<file path="config.mk">
export PLATFORM = sky130hd
export DESIGN_NAME = patch_matrix_xfade
export DESIGN_NICKNAME = d
export VERILOG_FILES = /design/src/rtl/patch_pkg.sv /design/src/rtl/xfade_mac.sv /design/src/rtl/patch_matrix_xfade.sv
export SDC_FILE = /design/constraint.sdc
export NUM_CORES = 2
export LEC_CHECK = 0
export ABC_AREA = 1
export BUFFER_PORTS_ARGS = -buffer_cell sky130_fd_sc_hd__buf_2
export CAP_MARGIN = 20
export CORE_MARGIN = 2
export CORE_UTILIZATION = 35
export DETAILED_ROUTE_END_ITERATION = 10
export GPL_ROUTABILITY_DRIVEN = 0
export GPL_TIMING_DRIVEN = 1
export SLEW_MARGIN = 20
export SYNTH_ARGS = -nofsm -noshare
export SYNTH_HDL_FRONTEND = slang
export SYNTH_SLANG_ARGS = --single-unit
export TNS_END_PERCENT = 20
</file>
<file path="constraint.sdc">
create_clock -name clk -period 7.2 [get_ports clk]
set_input_delay 1.08 -clock clk [delete_from_list [all_inputs] [get_ports clk]]
set_output_delay 1.08 -clock clk [all_outputs]
set_load 0.01 [all_outputs]
</file>
<file path="src/rtl/patch_pkg.sv">
// Shared definitions for the crossfading patch matrix.
//   state_t      sequencer states (IDLE / RUN / COMMIT)
//   sel_width    width of a source select (0 = silence, 1..n_in = sources)
//   idx_width    width of a destination index (never below 1)
//   w_old_of     weight of the outgoing source for a given fade position
package patch_pkg;

   typedef enum logic [1:0] {
      ST_IDLE   = 2'd0,
      ST_RUN    = 2'd1,
      ST_COMMIT = 2'd2
   } state_t;

   // Fade exponent tops out at 10, so 11 bits always hold 2^K.
   localparam int KW_MAX = 11;

   function automatic int sel_width(input int n_in);
      return $clog2(n_in + 1);
   endfunction

   function automatic int idx_width(input int n_out);
      return (n_out > 1) ? $clog2(n_out) : 1;
   endfunction

   function automatic logic [KW_MAX-1:0] w_old_of(input logic [KW_MAX-1:0] k,
                                                   input int               k_log2);
      return (KW_MAX'(1) << k_log2) - k;
   endfunction

endpackage

</file>
<file path="src/rtl/xfade_mac.sv">
// Two-phase signed multiply-accumulate shared by all destinations.
//   clk, rst_n  clock, async active-low reset
//   en          advance the accumulator this cycle
//   phase_b     0: acc = sample*weight, 1: acc += sample*weight
//   sample      signed source sample
//   weight      unsigned fade weight (0..2^SHIFT)
//   result      (acc + sample*weight) >>> SHIFT, valid during phase B
module xfade_mac #(
   parameter int BITSIZE = 16,
   parameter int WW      = 7,
   parameter int SHIFT   = 6
) (
   input  logic                      clk,
   input  logic                      rst_n,
   input  logic                      en,
   input  logic                      phase_b,
   input  logic signed [BITSIZE-1:0] sample,
   input  logic        [WW-1:0]      weight,
   output logic signed [BITSIZE-1:0] result
);

   // BITSIZE + SHIFT + 2 bits: the weights of one pair sum to 2^SHIFT.
   localparam int AW = BITSIZE + WW + 1;

   logic signed [AW-1:0] acc;
   logic signed [AW-1:0] prod;
   logic signed [AW-1:0] sum;

   assign prod   = AW'(sample) * AW'($signed({1'b0, weight}));
   assign sum    = (phase_b ? acc : '0) + prod;
   assign result = BITSIZE'(sum >>> SHIFT);

   always_ff @(posedge clk or negedge rst_n) begin
      if (!rst_n)  acc <= '0;
      else if (en) acc <= sum;
   end

endmodule

</file>
<file path="src/rtl/patch_matrix_xfade.sv">
// N_IN x N_OUT audio routing matrix with per-destination linear crossfade.
//   clk, rst_n   system clock, async active-low reset
//   lrclk        codec LR clock (async), rising edge starts a sample
//   in_flat      packed signed sources
//   xfade_en     1: fade on re-patch, 0: hard switch at next commit
//   cfg_*        valid/ready write of a destination's source select
//   out_flat     packed registered destinations
//   out_valid    one-cycle pulse when out_flat updates
//   overrun      sticky: strobe arrived while a sample was in progress
//
// state  | meaning
// IDLE   | waiting for a synchronised lrclk rising edge
// RUN    | two MAC cycles per destination into the shadow buffer
// COMMIT | publish shadow, advance fades, apply pending selects
module patch_matrix_xfade
   import patch_pkg::*;
#(
   parameter int BITSIZE    = 16,
   parameter int N_IN       = 10,
   parameter int N_OUT      = 11,
   parameter int XFADE_LOG2 = 6,
   parameter int SELW       = sel_width(N_IN),
   parameter int OW         = idx_width(N_OUT)
) (
   input  logic                     clk,
   input  logic                     rst_n,
   input  logic                     lrclk,
   input  logic [N_IN*BITSIZE-1:0]  in_flat,
   input  logic                     xfade_en,
   input  logic                     cfg_valid,
   output logic                     cfg_ready,
   input  logic [OW-1:0]            cfg_out,
   input  logic [SELW-1:0]          cfg_sel,
   output logic [N_OUT*BITSIZE-1:0] out_flat,
   output logic                     out_valid,
   output logic                     overrun
);

   localparam int            WW     = XFADE_LOG2 + 1;
   localparam logic [WW-1:0] K_FULL = {1'b1, {XFADE_LOG2{1'b0}}};

   state_t                     state, state_nx;
   logic [2:0]                 lr_sync;
   logic                       strobe;
   logic                       alive;
   logic [OW-1:0]              j;
   logic                       phase_b;
   logic [N_IN*BITSIZE-1:0]    in_reg;
   logic [N_OUT*BITSIZE-1:0]   shadow;

   logic [SELW-1:0]            cur_sel    [N_OUT];
   logic [SELW-1:0]            new_sel    [N_OUT];
   logic [SELW-1:0]            pend_sel   [N_OUT];
   logic                       pend_valid [N_OUT];
   logic                       fading     [N_OUT];
   logic [WW-1:0]              k          [N_OUT];
   logic [WW-1:0]              k_inc      [N_OUT];
   logic                       fade_done  [N_OUT];
   logic [SELW-1:0]            base_sel   [N_OUT];

   logic signed [BITSIZE-1:0]  mac_sample;
   logic [WW-1:0]              mac_weight;
   logic signed [BITSIZE-1:0]  mac_result;
   logic                       cfg_hit;
   logic [SELW-1:0]            cfg_sel_c;

   function automatic logic signed [BITSIZE-1:0] pick(input logic [SELW-1:0]         sel,
                                                      input logic [N_IN*BITSIZE-1:0] flat);
      logic signed [BITSIZE-1:0] v;
      v = '0;
      for (int i = 0; i < N_IN; i++)
         if (int'(sel) == i + 1) v = flat[i*BITSIZE +: BITSIZE];
      return v;
   endfunction

   assign strobe    = lr_sync[1] & ~lr_sync[2];
   assign cfg_ready = alive && (state != ST_COMMIT);
   assign cfg_hit   = cfg_valid && cfg_ready && (int'(cfg_out) < N_OUT);
   assign cfg_sel_c = (int'(cfg_sel) > N_IN) ? '0 : cfg_sel;

   always_comb begin
      mac_sample = phase_b ? pick(new_sel[j], in_reg) : pick(cur_sel[j], in_reg);
      mac_weight = phase_b ? k[j] : WW'(w_old_of(KW_MAX'(k[j]), XFADE_LOG2));
   end

   // The source a destination rests on once this commit's fade step is done.
   always_comb begin
      for (int d = 0; d < N_OUT; d++) begin
         k_inc[d]     = k[d] + 1'b1;
         fade_done[d] = fading[d] && (k_inc[d] == K_FULL);
         base_sel[d]  = fade_done[d] ? new_sel[d] : cur_sel[d];
      end
   end

   xfade_mac #(
      .BITSIZE (BITSIZE),
      .WW      (WW),
      .SHIFT   (XFADE_LOG2)
   ) u_mac (
      .clk     (clk),
      .rst_n   (rst_n),
      .en      (state == ST_RUN),
      .phase_b (phase_b),
      .sample  (mac_sample),
      .weight  (mac_weight),
      .result  (mac_result)
   );

   always_ff @(posedge clk or negedge rst_n) begin
      if (!rst_n) state <= ST_IDLE;
      else        state <= state_nx;
   end

   always_comb begin
      state_nx = state;
      case (state)
         ST_IDLE:   if (strobe) state_nx = ST_RUN;
         ST_RUN:    if (phase_b && (j == OW'(N_OUT - 1))) state_nx = ST_COMMIT;
         ST_COMMIT: state_nx = ST_IDLE;
         default:   state_nx = ST_IDLE;
      endcase
   end

   always_ff @(posedge clk or negedge rst_n) begin
      if (!rst_n) begin
         lr_sync   <= '0;
         alive     <= 1'b0;
         j         <= '0;
         phase_b   <= 1'b0;
         in_reg    <= '0;
         shadow    <= '0;
         out_flat  <= '0;
         out_valid <= 1'b0;
         overrun   <= 1'b0;
      end else begin
         lr_sync   <= {lr_sync[1:0], lrclk};
         alive     <= 1'b1;
         out_valid <= 1'b0;
         if (strobe && (state != ST_IDLE)) overrun <= 1'b1;
         case (state)
            ST_IDLE: begin
               j       <= '0;
               phase_b <= 1'b0;
               if (strobe) in_reg <= in_flat;
            end
            ST_RUN: begin
               phase_b <= ~phase_b;
               if (phase_b) begin
                  shadow[j*BITSIZE +: BITSIZE] <= mac_result;
                  j <= j + 1'b1;
               end
            end
            ST_COMMIT: begin
               out_flat  <= shadow;
               out_valid <= 1'b1;
               j         <= '0;
               phase_b   <= 1'b0;
            end
            default: ;
         endcase
      end
   end

   always_ff @(posedge clk or negedge rst_n) begin
      if (!rst_n) begin
         for (int d = 0; d < N_OUT; d++) begin
            cur_sel[d]    <= '0;
            new_sel[d]    <= '0;
            pend_sel[d]   <= '0;
            pend_valid[d] <= 1'b0;
            fading[d]     <= 1'b0;
            k[d]          <= '0;
         end
      end else begin
         for (int d = 0; d < N_OUT; d++) begin
            if (state == ST_COMMIT) begin
               if (!xfade_en && pend_valid[d]) begin
                  // Hard switch, also aborts any fade in progress.
                  cur_sel[d]    <= pend_sel[d];
                  new_sel[d]    <= pend_sel[d];
                  fading[d]     <= 1'b0;
                  k[d]          <= '0;
                  pend_valid[d] <= 1'b0;
               end else if (!fading[d] || fade_done[d]) begin
                  cur_sel[d] <= base_sel[d];
                  fading[d]  <= 1'b0;
                  k[d]       <= '0;
                  if (pend_valid[d]) begin
                     pend_valid[d] <= 1'b0;
                     if (pend_sel[d] != base_sel[d]) begin
                        new_sel[d] <= pend_sel[d];
                        fading[d]  <= 1'b1;
                     end
                  end
               end else begin
                  k[d] <= k_inc[d];
               end
            end else if (cfg_hit && (cfg_out == OW'(d))) begin
               pend_sel[d]   <= cfg_sel_c;
               pend_valid[d] <= 1'b1;
            end
         end
      end
   end

endmodule
</file>
# After elaboration in Yosys (flattened, before gate mapping)
# Index checks and enable logic that the tools add are counted.
dict set report op_classes {
  bitwise 5
  mul 1
  magnitude_cmp 3
  n_addsub 15
  reduce_logical 158
  eq_ne 70
  n_mux 228
  shift 2
}
# cell count
set op_table {}
lappend op_table {{16-bit two-way mux} 21}
lappend op_table {{4-bit two-way mux} 83}
lappend op_table {{176-bit bitwise mux} 1}
lappend op_table {{16-bit by 34-bit variable shift with 176-bit output, first input constant} 1}
lappend op_table {{16-bit by 34-bit variable part select with 176-bit output} 1}
lappend op_table {{7-bit two-way mux} 25}
lappend op_table {{2-bit nonzero test} 46}
lappend op_table {{1-bit two-way mux} 89}
lappend op_table {{7-bit by 1-bit adder with 7-bit output, second input constant} 11}
lappend op_table {{7-bit equality test, second input constant} 11}
lappend op_table {{2-bit AND reduction} 37}
lappend op_table {{4-bit equality test, second input constant} 18}
lappend op_table {{4-bit != test} 11}
lappend op_table {{4-bit AND reduction} 11}
lappend op_table {{1-bit logical AND} 38}
lappend op_table {{8-bit negator with 34-bit output} 1}
lappend op_table {{3-bit by 1-bit != test with 1-bit output, second input constant} 11}
lappend op_table {{4-bit binary-select mux with 4-bit select} 2}
lappend op_table {{4-bit by 3-bit equality test with 1-bit output, second input constant} 8}
lappend op_table {{7-bit binary-select mux with 4-bit select} 1}
lappend op_table {{24-bit adder} 1}
lappend op_table {{16-bit by 8-bit multiplier with 24-bit output} 1}
lappend op_table {{24-bit two-way mux} 1}
lappend op_table {{4-bit by 2-bit equality test with 1-bit output, second input constant} 4}
lappend op_table {{21 further kinds} 48}
dict set report totals {
  reg_bits 780
  output_inout_bits 179
  wordCells 559
  input_bits 173
}

# Depth between registers and ports, before layout
dict set report logic_depth {
  ltp_word 20
  ltp_mapped 46
  mapped_depth_nobuf 44
}

# Hierarchy
# A second synthesis with hierarchy kept.
dict set report unflattened {
  hier_cells 5439
  area_unflattened_um2 42961.2
}
# mod n_inst area_each_um2 cells_per_inst seq_area_each_um2
set by_module_without_submodules {}
lappend by_module_without_submodules {patch_matrix_xfade 1 37005.5 4607 18918.1}
lappend by_module_without_submodules {xfade_mac 1 5955.7 832 550.5}

# Worst setup path before layout
# No wires, ideal clock.
dict set report synth_timing {
  path_kind {register to register}
  startpoint {register j[0]}
  endpoint {register shadow[45]}
  path_buffers 5
  t_required_ns 7.068
  stages_incl_launch_ff 41
  setup_ns 0.132
  slack_ns 0.542
  t_arrival_ns 6.526
  synth_period_minus_slack_ns 6.658
  path_cell_list {dfrtp_1 > buf_6 > buf_8 > buf_12 > buf_8 > nand2_1 > o211ai_1 > o2111ai_1 > o211ai_2 > nand2_1 > inv_1 > ha_1 > inv_1 > nor3_2 > or2_2 > xor2_1 > inv_1 > buf_2 > (+5 left out) > fa_1 > inv_1 > fa_1 > inv_1 > ha_1 > nand2_1 > nor3_1 > a21oi_1 > nor2_1 > a211oi_1 > or2_2 > nand2_1 > a21oi_1 > or2_2 > nand3_1 > nor2_1 > a21oi_1 > a21oi_1}
}
dict set report synth_between {
  elab_chain_len 20
  word_cells_on_any_way 59
  cone_classes {add/sub: 3; mul: 1; eq/ne: 20; shift: 2; mux: 32; bitwise: 1}
}
# element line_no
set synth_rtl {}
lappend synth_rtl {{start, declared} patch_matrix_xfade.sv:46} ;# logic [OW-1:0] j;
lappend synth_rtl {{start signal, assigned} patch_matrix_xfade.sv:150} ;# j <= j + 1'b1;
lappend synth_rtl {{4-bit NOT with 5-bit output (implied by the code)} {patch_matrix_xfade.sv:82, patch_matrix_xfade.sv:83}}
lappend synth_rtl {{4-bit binary-select mux with 4-bit select} patch_matrix_xfade.sv:82} ;# mac_sample = phase_b ? pick(new_sel[j], in_reg) : pick(cur_sel[j], in_reg);
lappend synth_rtl {{4-bit two-way mux (implied by the code) (2 in a row)} patch_matrix_xfade.sv:82}
lappend synth_rtl {{4-bit by 2-bit equality test with 1-bit output} patch_matrix_xfade.sv:72} ;# if (int'(sel) == i + 1) v = flat[i*BITSIZE +: BITSIZE];
lappend synth_rtl {{16-bit two-way mux (10 in a row)} patch_matrix_xfade.sv:72}
lappend synth_rtl {{16-bit two-way mux} patch_matrix_xfade.sv:82}
lappend synth_rtl {{16-bit by 8-bit multiplier with 24-bit output} xfade_mac.sv:29} ;# assign prod = AW'(sample) * AW'($signed({1'b0, weight}));
lappend synth_rtl {{24-bit adder} xfade_mac.sv:30} ;# assign sum = (phase_b ? acc : '0) + prod;
lappend synth_rtl {{16-bit by 34-bit variable part select with 176-bit output} patch_matrix_xfade.sv:149} ;# shadow[j*BITSIZE +: BITSIZE] <= mac_result;
lappend synth_rtl {{176-bit bitwise mux (*)} patch_matrix_xfade.sv:149}
lappend synth_rtl {{end signal, assigned by index} patch_matrix_xfade.sv:149}
lappend synth_rtl {{end, declared} patch_matrix_xfade.sv:49} ;# logic [N_OUT*BITSIZE-1:0] shadow;
# Every way passes the cells marked *; elsewhere a longest branch is shown, timed or not. The select of a mux whose other input is x is not followed.
# A chain may end at the register's enable or synchronous reset.

# Final worst setup path
dict set report layout_timing {
  startpoint {register j[0]}
  endpoint {register shadow[111]}
}
# The elaborated chain is that of the path after synthesis.

==> impl_metrics.json <==
{
  "result_of_the_run": "completed",
  "antenna_violating_nets_post_route": 0,
  "io_pins": 352,
  "synth-main-ff-cell": "sky130_fd_sc_hd__dfrtp_1",
  "drc": 0,
  "vias": 35400,
  "cp.buffers_inverters": 10,
  "layout.nets": 5766,
  "cts_buffers": 87,
  "groute.layer.met3.usage_pct": 2.80,
  "path_depth": 38,
  "reg2reg_depth": 38,
  "worstHoldPathType": "flip-flop to flip-flop",
  "syn_area_per_cell_sq_um": 8.46,
  "crit_arrival_ps": 7780,
  "timing.critical_path.to": "shadow[111]$_DFFE_PN0P_",
  "dpl.hpwl_mm": 95.1,
  "fin_skew_ps": 37.2,
  "timing.slew.headroom_pct": 29.7,
  "fp.coreArea_sq_um": 116000,
  "antenna_violations_before_repair": 1,
  "report.final.hold_viol_count": 0,
  "ys_async_sr_fraction_pct": 100,
  "grtUsageTotal_pct": 21.3,
  "numClockSinks": 778,
  "floorplan.die_area_sq_um": 119000,
  "least_margin_pin_slew_ps": 1050,
  "area_growth_syn_to_layout_pct": 26.2,
  "detail_route.vias_per_cell": 5.04,
  "antenna_cells_inserted": 0,
  "cp-end-kind": "flip-flop",
  "number_of_global_route_vias_before_repair": 34100,
  "reg2reg_slack_ps": 30,
  "grt.busiest_layer": "met2",
  "drtIter0Drc": 3087,
  "rsz0062_at_grt": "true",
  "clockRootBuffer": "sky130_fd_sc_hd__clkbuf_16",
  "gr-total-overflow": 0,
  "crit-reg2reg-launch": "j[0]$_DFFE_PN0P_",
  "critical_path.reg2reg.endpoint": "shadow[111]$_DFFE_PN0P_",
  "synth_nets": 5163,
  "regArea_sq_um": 19500,
  "dieWidth_um": 345,
  "critical-path-top-delay-family": "adder cells",
  "worst-path-max-fanout": 15,
  "critPathLaunchType": "flip-flop",
  "cts_buffer_depth": 3,
  "placedInstanceArea_sq_um": 45900,
  "syn-instance-count": 4816,
  "cell_with_the_biggest_individual_delay_on_the_critical_path": "sky130_fd_sc_hd__fa_1",
  "worst-setup-path-type": "flip-flop to flip-flop",
  "drt-wirelength-per-cell_um": 18.6,
  "synth-seq-area-share_pct": 47.8,
  "maxClockFrequency_mhz": 140,
  "setup-violations-final": 0,
  "grt_pass1_wl_mm": 201,
  "global_route.usage.met2_pct": 33.5,
  "hold_ws_ps": 359,
  "clk_pin_slew_ps": 60,
  "crit_path_max_incr_delay_ps": 580,
  "critPathRequiredTime_ps": 7810,
  "syn_area_sq_um": 40700,
  "worst_skew_pair.late_latency_ps": 690,
  "cts_max_level": 3,
  "std_cell_rows": 125,
  "drt_pre_antenna_iters": 6,
  "multi_input_comb_area_sq_um": 19800,
  "post-route-min-period_ps": 7170,
  "post_synthesis_sequential_element_count": 778,
  "fp.dieH_um": 345,
  "final.period_utilization_pct": 99.6,
  "synthDistinctLibCells": 68,
  "placement.io_buffers": 351,
  "drive_above_1_share_pct": 24.2,
  "gr-usage-met1_pct": 30.3,
  "fill_cells": 11300,
  "post-route-cell-area_sq_um": 51400,
  "edff_count_synth": 0,
  "detail_route.wirelength_mm": 131,
  "max_cap_viol_count": 0,
  "grt_max_degree": 163,
  "tritoncts_clock_tree": "done",
  "floorplan.initialDensity_pct": 35.2,
  "worst_setup_startpoint": "j[0]$_DFFE_PN0P_",
  "report.final.slew_viol_count": 0,
  "synth.yosys.warnings": 0
}
==> through the flow <==
| stage | worst slack (ps) | cells | TNS (ps) | util (%) |
|---|---|---|---|---|
| final | 32.0 | 7015 | 0 | 44.4 |
| after global routing | -286 | 7015 | -17480 | 44.4 |
| after CTS | -1.37 | 6949 | -1.37 | 42.4 |
| after detailed placement | -448 | 6782 | -21860 | 39.6 |
| after global placement | -278 | 6782 | -13320 | 39.6 |
| after floorplan | 542 | 4816 | 0 | - |
==> worst min path at each step <==
stage	depth (start not counted)	slack [ps]	startpoint	to
final	0	360	lr_sync[1]$_DFF_PN0_	lr_sync[2]$_DFF_PN0_
after global routing	0	360	lr_sync[0]$_DFF_PN0_	lr_sync[1]$_DFF_PN0_
after CTS	0	360	lr_sync[0]$_DFF_PN0_	lr_sync[1]$_DFF_PN0_
after detailed placement	0	350	lr_sync[0]$_DFF_PN0_	lr_sync[1]$_DFF_PN0_
after global placement	0	340	lr_sync[0]$_DFF_PN0_	lr_sync[1]$_DFF_PN0_
after floorplan	0	330	lr_sync[0]$_DFF_PN0_	lr_sync[1]$_DFF_PN0_
==> metal layers <==
metal  part of all wire, %  wire length, um
met4                   3.8             4970
met1                    46            59700
met5                0.0061                8
met3                   5.7             7490
met2                    45            58500
==> synthesized netlist by cell type, types with 33 or more instances <==
cell type | count | share of area (%)
sky130_fd_sc_hd__a21oi_1 | 257 | 3.2
sky130_fd_sc_hd__o221ai_1 | 37 | 0.80
sky130_fd_sc_hd__inv_1 | 596 | 5.5
sky130_fd_sc_hd__fa_1 | 101 | 5.0
sky130_fd_sc_hd__dfrtp_1 | 778 | 48
sky130_fd_sc_hd__nand3_1 | 149 | 1.8
sky130_fd_sc_hd__mux2_2 | 102 | 2.8
sky130_fd_sc_hd__clkbuf_1 | 125 | 1.2
sky130_fd_sc_hd__nand2_1 | 1230 | 11
sky130_fd_sc_hd__buf_2 | 33 | 0.41
sky130_fd_sc_hd__ha_1 | 73 | 2.2
sky130_fd_sc_hd__nand4_1 | 59 | 0.91
sky130_fd_sc_hd__o22ai_1 | 97 | 1.5
sky130_fd_sc_hd__nor2_1 | 407 | 3.7
sky130_fd_sc_hd__o21ai_0 | 443 | 5.4
sky130_fd_sc_hd__xor2_1 | 78 | 1.7
==> cells by family after synthesis <==
logic type | synth area share, %
flip-flops | 47.8
buffers and inverters | 7.78
multiplexers | 3.26
XOR/XNOR | 2.34
AND/OR/NAND/NOR | 19.2
other | 0.00920
AO/OA/AOI/OAI | 12.4
adder cells (fa/ha/maj) | 7.20
==> what timing repair did <==
action / 4_1_cts / 5_1_grt
endpoints found under the setup margin: 115 / 166
pin swaps: 9 / 182
buffers inserted: 6 / 52
hold buffers: 0 / 0
resized for setup: 69 / 407
cloned: 0 / 15
==> worst register-to-register path: cells and delay by family, from the launching register on <==
kind	cells	cell delay (ps)
and+or+nand+nor	15	1900
adders and majority gates	5	2110
AOI/OAI and AO/OA	7	1200
DFF	1	410
xor gates and xnor gates	1	160
buffers and inverters	10	1320
==> cells in the final DEF (no fill, tap or decap), types with 60 or more instances in the layout <==
cell,synthesis,final
sky130_fd_sc_hd__buf_2,33,351
sky130_fd_sc_hd__o21ai_0,443,398
sky130_fd_sc_hd__mux2_2,102,102
sky130_fd_sc_hd__buf_4,5,288
sky130_fd_sc_hd__inv_1,596,562
sky130_fd_sc_hd__nand3_1,149,117
sky130_fd_sc_hd__clkbuf_16,0,95
sky130_fd_sc_hd__o22ai_1,97,95
sky130_fd_sc_hd__xor2_1,78,74
sky130_fd_sc_hd__ha_1,73,60
sky130_fd_sc_hd__nor2_1,407,370
sky130_fd_sc_hd__nand2_1,1230,1173
sky130_fd_sc_hd__fa_1,101,91
sky130_fd_sc_hd__a21oi_1,257,194
sky130_fd_sc_hd__dfrtp_1,778,776
==> cell type report <==
| type | count | area share [%] |
|---|---|---|
| Multi-Input combinational cell | 3243 | 38.4 |
| Sequential cell | 778 | 37.9 |
| Timing Repair Buffer | 700 | 9.60 |
| Clock buffer | 124 | 4.94 |
| Inverter | 606 | 4.50 |
| Tap cell | 1524 | 3.71 |
| Clock inverter | 37 | 0.891 |
| Timing Repair inverter | 3 | 0.0511 |
Power is not shown: default switching activity piles up to over one toggle a cycle in this logic, so the estimate is an artifact.
